[src/rtl/fifo_wr_arbiter.sv]
// Round-robin arbiter that locks a single FIFO write port to one producer per burst.
// Grant rotates after each burst; bursts end on req_last or after BURST_MAX beats.
module fifo_wr_arbiter #(
    parameter int N_REQ     = 4,
    parameter int WIDTH     = 4,
    parameter int BURST_MAX = 4
) (
    input  logic                     clk,
    input  logic                     rst_n,
    input  logic [N_REQ-1:0]         req_valid,
    input  logic [N_REQ*WIDTH-1:0]   req_data,
    input  logic [N_REQ-1:0]         req_last,
    output logic [N_REQ-1:0]         req_ready,
    output logic [WIDTH-1:0]         fifo_wdata,
    output logic                     fifo_wr_en,
    input  logic                     fifo_full,
    output logic                     grant_valid,
    output logic [$clog2(N_REQ)-1:0] grant_id
);

    localparam int IDW = $clog2(N_REQ);
    localparam int IW  = IDW + 1;
    localparam int BCW = (BURST_MAX > 1) ? $clog2(BURST_MAX) : 1;

    typedef enum logic {
        IDLE  = 1'b0,
        BURST = 1'b1
    } state_t;

    state_t           state_q, state_d;
    logic [IDW-1:0]   gnt_q, gnt_d;
    logic [IDW-1:0]   rr_q, rr_d;
    logic [BCW-1:0]   beat_q, beat_d;

    logic             pick_found;
    logic [IDW-1:0]   pick_idx;
    logic [IW-1:0]    scan_sum;
    logic [IDW-1:0]   scan_idx;

    logic [WIDTH-1:0] gnt_data;
    logic             xfer;
    logic             burst_end;
    logic [IDW-1:0]   gnt_next;

    // Valid/ready: a beat of producer i moves exactly on a cycle where
    // req_valid[i] && req_ready[i]; req_ready only rises for the granted
    // producer while the FIFO has room, so fifo_wr_en mirrors that handshake.

    // First requester at or after rr_q, modulo N_REQ.
    always_comb begin
        pick_found = 1'b0;
        pick_idx   = '0;
        scan_sum   = '0;
        scan_idx   = '0;
        for (int k = 0; k < N_REQ; k++) begin
            scan_sum = {1'b0, rr_q} + IW'(k);
            if (scan_sum >= IW'(N_REQ)) begin
                scan_sum = scan_sum - IW'(N_REQ);
            end
            scan_idx = scan_sum[IDW-1:0];
            if (!pick_found && req_valid[scan_idx]) begin
                pick_found = 1'b1;
                pick_idx   = scan_idx;
            end
        end
    end

    always_comb begin
        gnt_data  = req_data[int'(gnt_q)*WIDTH +: WIDTH];
        xfer      = (state_q == BURST) && req_valid[gnt_q] && !fifo_full;
        burst_end = xfer && (req_last[gnt_q] || (beat_q == BCW'(BURST_MAX - 1)));
        gnt_next  = (gnt_q == IDW'(N_REQ - 1)) ? '0 : gnt_q + IDW'(1);
    end

    always_comb begin
        req_ready = '0;
        if ((state_q == BURST) && !fifo_full) begin
            req_ready[gnt_q] = 1'b1;
        end
        fifo_wr_en  = xfer;
        fifo_wdata  = xfer ? gnt_data : '0;
        grant_valid = (state_q == BURST);
        grant_id    = gnt_q;
    end

    always_comb begin
        state_d = state_q;
        gnt_d   = gnt_q;
        rr_d    = rr_q;
        beat_d  = beat_q;
        case (state_q)
            IDLE: begin
                if (pick_found) begin
                    state_d = BURST;
                    gnt_d   = pick_idx;
                    beat_d  = '0;
                end
            end
            BURST: begin
                // A stalled or empty cycle holds everything: the grant has no timeout.
                if (burst_end) begin
                    state_d = IDLE;
                    rr_d    = gnt_next;
                end else if (xfer) begin
                    beat_d = beat_q + BCW'(1);
                end
            end
            default: begin
                state_d = IDLE;
            end
        endcase
    end

    always_ff @(posedge clk or negedge rst_n) begin
        if (!rst_n) begin
            state_q <= IDLE;
            gnt_q   <= '0;
            rr_q    <= '0;
            beat_q  <= '0;
        end else begin
            state_q <= state_d;
            gnt_q   <= gnt_d;
            rr_q    <= rr_d;
            beat_q  <= beat_d;
        end
    end

endmodule

[config.mk]
export PLATFORM = sky130hd
export DESIGN_NAME = fifo_wr_arbiter
export DESIGN_NICKNAME = d
export VERILOG_FILES = /design/src/rtl/fifo_wr_arbiter.sv
export SDC_FILE = /design/constraint.sdc
export NUM_CORES = 1
export LEC_CHECK = 0
export CAP_MARGIN = 10
export CORE_MARGIN = 4
export CORE_UTILIZATION = 36
export CTS_CLUSTER_DIAMETER = 40
export DETAILED_ROUTE_END_ITERATION = 6
export GPL_TIMING_DRIVEN = 0
export PLACE_DENSITY_LB_ADDON = 0.05
export SLEW_MARGIN = 20
export SYNTH_ARGS = -nofsm -noshare
export SYNTH_HDL_FRONTEND = slang
export SYNTH_SLANG_ARGS = --single-unit
[constraint.sdc]
create_clock -name clk -period 1.93 [get_ports clk]
set_input_delay 0.4825 -clock clk [delete_from_list [all_inputs] [get_ports clk]]
set_output_delay 0.4825 -clock clk [all_outputs]
set_load 0.03 [all_outputs]
==> After elaboration in Yosys (flattened, before gate mapping) <==
Cells that the tools add are included.
{ "totals": {"in_bits": 27, "word_cells": 82, "reg_bits": 7, "output_inout_bits": 12} }
{ "classes": {"bitwise_logic": 1, "shifts": 1, "n_reduce_logical": 16, "n_lt_le_gt_ge": 10, "n_mux": 36, "n_eq_ne": 5, "n_addsub": 9} }
{ "ops": {"columns": ["cell", "n"], "rows": [
  ["2-to-1 mux 2 bit", 12],
  ["variable part select 16 x 5 -> 4 bit", 1],
  ["< comparator 2 x 3 -> 1 bit, second input constant", 5],
  ["2-to-1 mux 1 bit", 13],
  ["binary-select mux 1 bit (select 2 bit)", 6],
  [">= comparator 3 bit, second input constant", 3],
  ["logical AND 1 bit", 8],
  ["2-to-1 mux 4 bit", 2],
  ["subtractor 2 x 1 -> 2 bit, second input constant", 4],
  ["adder 2 x 2 -> 3 bit, second input constant", 2],
  ["adder 2 x 1 -> 2 bit, second input constant", 2],
  ["equality test 2 bit, second input constant", 2],
  ["zero test 1 bit", 4],
  ["inequality test 2 bit, second input constant", 2],
  ["one-hot mux 2 bit (2 select lines)", 1],
  ["AND reduction 2 bit", 2],
  ["adder 2 x 1 -> 3 bit, second input constant", 1],
  [">= comparator 2 x 3 -> 1 bit, second input constant", 1],
  ["AND reduction 3 bit", 1],
  ["demux 1 bit (select 2 bit)", 1],
  [">= comparator 2 x 1 -> 1 bit, second input constant", 1],
  ["inequality test 2 x 1 -> 1 bit, second input constant", 1],
  ["one-hot mux 1 bit (2 select lines)", 1],
  ["logical OR 1 bit", 1],
  ["NOT 1 bit", 1]
]} }

==> Logic depth before layout (Yosys ltp) <==
{ "logic_depth": {"depth_word": 16, "depth_mapped": 5, "ltp_nobuf": 4} }

==> Worst setup path after synthesis <==
OpenSTA, ideal clock, no wires.
{ "synth_timing": {"path_type": "flip-flop to output port", "startpoint": "reg gnt_q[0], in the netlist grant_id[0]", "endpoint": "out fifo_wdata[0]", "path_slack_ns": -0.135, "required_ns": 1.447, "n_path_buf": 1, "arrival_time_ns": 1.582, "stages_incl_launch_ff": 4, "cell_sequence": "dfrtp_1 -> buf_6 -> mux4_2 -> and3_1"} }
{ "synth_via": {"elab_chain_cells": 5, "elab_cells_between_ends": 6, "classes_between": "1 x shift; 3 x mux; 2 x reduce/logical"} }
{ "synth_rtl": {"columns": ["element", "line_no", "text"], "rows": [
  ["from (decl)", "31", "logic [IDW-1:0] gnt_q, gnt_d;"],
  ["from (signal assigned)", "122", "gnt_q <= gnt_d;"],
  ["parallel branches: the longest is 4 deep, another holds variable part select 16 x 5 -> 4 bit", null, null],
  ["2-to-1 mux 4 bit *", "81", "fifo_wdata = xfer ? gnt_data : '0;"],
  ["to (decl)", "14", "output logic [WIDTH-1:0] fifo_wdata,"]
]} }
Mark *: on every way between the ends. The select of a mux whose other input is x is not followed.

==> Worst setup path after layout <==
{ "layout_timing": {"startpoint": "reg gnt_q[0], in the netlist grant_id[0]", "endpoint": "out fifo_wdata[1]"} }
The elaborated chain is that of the path after synthesis.

==> impl_metrics.ini <==
[status]
status = finished, violations left
violations = negative setup slack

[logic_synthesis]
synth-seq-cells = 7
synth_top_family_by_area = multiplexers
synthMuxAreaShare_pct = 27.2
synth_compound_area_share_pct = 12.3
synth_area_per_cell_um2 = 10.7
synth_seq_area_share_pct = 26.8
yosysTopAreaCellShare_pct = 26.8
netlist_area_um2 = 653
yosysTopAreaCell = dfrtp_1
yosys_warnings = 0
syn_nets = 93
synth_fa_ha_area_share_pct = 9.58
synth.area.top_cells = dfrtp_1 (27%), mux4_2 (21%), ha_1 (9.6%)
synth_cells = 61
ys_types = 25
synthXorXnorAreaFrac_pct = 0
synthSimpleGateAreaFrac_pct = 19.0

[global_route]
grt_start_max_net_pins = 8
overflow = 0
antenna_found_initial = 0
grt_pass1_vias = 680
grtUsageTotal_pct = 15.8
grt_pass1_wl_mm = 3.05

[placement]
dpl_cell_area_um2 = 1070
hpwl_mm = 1.36
preCtsSetupSlack_ps = -936
portBuffers = 38
gp_congestion = 0.736

[clocking]
clk_latency_ps = 250
cts_buffers = 3
clk_pin_slew_ps = 50
cts.path.max_buffers = 2
cts_root_buf = clkbuf_4
cts_tree = yes
clock_sinks = 7
h-tree-depth = 1

[worst_setup_path]
cp_num_cells = 4
r2r_setup_slack_ps = 0
cp-start-kind = register
path_class = register to primary output
slowest_delay_ps = 580
cp_max_fo = 6
reg2reg_to = beat_q[1]$_DFFE_PN0P_
r2r_cells = 5
worstPathArrival_ps = 1660
critPathSlowestCell = mux4_2
r2r_start = grant_id[0]$_DFFE_PN0P_
critical_path_required_ps = 1450
path_delay_family = multiplexers
path_buf_inv = 2
endpoint_kind = primary output
cp_cell_sequence = buf_8, mux4_2, and3_4, buf_6

[floorplanning]
pin_count = 39
core-area_um2 = 1730
initial_core_util_pct = 37.8
fp-row-count = 15
die_w_um = 50.6
dieArea_um2 = 2560
die_y_um = 50.6

[timing]
slew_viol_final = 0
fin_setup_tns_ps = -1030
worst_pin_slew_ps = 705
max_slew_margin_pct = 52.6
skew_ps = 4.57
rsz0062_at_grt = yes
fin_ws_ps = -217
fmax_mhz = 466
fin_crit_ps = 2150
period_share_pct = 111
report.final.hold_viol_count = 0
setup_violations = 6

[power]
power.density_nw_per_um2 = 1270
p_leak_nw = 0.562
ir_drop_v = 0.000841

[layout]
drive_gt1_share_pct = 39.8
final_area_um2 = 1240
num_antenna_cells = 0
nets = 146
synthToLayoutAreaGrowth_pct = 90.4

[route]
drc = 0
drt_first_pass_iters = 3
wl_mm = 1.87
num_vias = 678
ant_nets = 0
avgViaCountPerCell = 4.91
dr.first_iter.drc_count = 8
post_drt_wl_per_cell_um = 13.6

[flow_run]
maxCapViolCount = 0

[hold_path]
hold_class = input pin to asynchronous set/reset pin
==> how the worst max path moves through the flow <==
stage                                  from       endpoint  slack [ps]
floorplan           grant_id[0]$_DFFE_PN0P_  fifo_wdata[0]         -30
global route        grant_id[0]$_DFFE_PN0P_  fifo_wdata[0]        -260
global placement               req_valid[3]  fifo_wdata[0]        -920
detailed placement             req_valid[3]  fifo_wdata[2]        -940
finish              grant_id[0]$_DFFE_PN0P_  fifo_wdata[1]        -220
CTS                 grant_id[0]$_DFFE_PN0P_  fifo_wdata[0]        -250
==> flip-flops by register name (all words and copies together) (netlist names) <==
signal / flops
grant_id: 2
rr_q: 2
grant_valid: 1
beat_q: 2
==> layout by cell type (no fill, tap or decap) <==
cell type        synthesis  routed
nor2b_1                  2       1
nor4_1                   1       1
nand2b_1                 2       2
dfrtp_1                  7       4
and3_4                   0       4
dlymetal6s2s_1           0       1
and4bb_1                 1       1
nand3b_1                 1       1
o211ai_1                 1       1
buf_4                    0       8
nor2b_4                  0       1
and2_4                   0       2
a2111o_1                 1       1
mux4_2                   6       6
a21boi_0                 2       2
inv_1                    4       2
and2_1                   4       2
mux2_2                   2       2
buf_6                    1       9
o31ai_1                  1       1
buf_8                    0       1
clkbuf_1                 2       1
inv_2                    0       2
a221o_1                  1       1
nand2_1                  3       3
dfrtp_2                  0       3
dlygate4sd2_1            0       5
nor2_1                   3       3
a21oi_1                  1       1
a221oi_1                 1       1
buf_2                    0       1
buf_12                   0       2
clkdlybuf4s50_1          0      23
clkbuf_4                 0       4
mux2i_1                  2       2
ha_1                     5       5
o21ai_0                  3       3
==> logic make-up (layout without fill, tap and decap cells) <==
family,count (synthesis),count (layout)
DFF,7,7
adders and majority gates,5,5
buffers and inverters,7,59
muxes,10,10
and+or+nand+nor,21,21
AOI/OAI and AO/OA,11,11
==> synthesized netlist by cell type <==
cell type / count
nor2b_1: 2
nor2_1: 3
a21oi_1: 1
o21ai_0: 3
nand2_1: 3
and2_1: 4
a2111o_1: 1
a221oi_1: 1
o31ai_1: 1
nand2b_1: 2
inv_1: 4
buf_6: 1
a221o_1: 1
and4bb_1: 1
mux2i_1: 2
mux2_2: 2
clkbuf_1: 2
nor4_1: 1
nand3b_1: 1
a21boi_0: 2
dfrtp_1: 7
and3_1: 4
ha_1: 5
o211ai_1: 1
mux4_2: 6
==> layout make-up <==
cell class | count | area [µm²]
Buffer | 3 | 30.0
Clock buffer | 4 | 26.3
Fill cell | 141 | 483
Inverter | 4 | 15.0
Multi-Input combinational cell | 47 | 477
Sequential cell | 7 | 179
Tap cell | 25 | 31.3
Timing Repair Buffer | 48 | 485
==> where the power goes <==
group	switching (W)	total, W	internal [W]
sequential	0.0000751	0.000293	0.000217
clock	0.0000541	0.000133	0.0000789
combinational	0.000502	0.00115	0.000653
==> per-stage QoR <==
stage | hold WS [ps] | util [%] | power, W | cells
2_1_floorplan | 187 | - | 0.000879 | 61
3_3_place_gp | 472 | 62.1 | 0.00118 | 124
3_5_place_dp | 475 | 62.1 | 0.00119 | 124
4_1_cts | 481 | 69.8 | 0.00153 | 136
5_1_grt | 506 | 72.0 | 0.00169 | 138
6_report | 477 | 72.0 | 0.00158 | 138
==> timing repair <==
| item | 4_1_cts | 5_1_grt |
|---|---|---|
| pin swaps | 5 | 5 |
| endpoints found under the setup margin | 11 | 11 |
| hold buffers | 0 | 0 |
| setup buffers | 8 | 2 |
| resized for setup | 75 | 10 |
==> metal layers <==
layer,global-route usage [%],share of wire [%]
met2,26.5,50
met4,1.79,0
met5,0,0
met3,7.12,6.8
met1,19.0,43
Power figures use the tool's default switching activity.
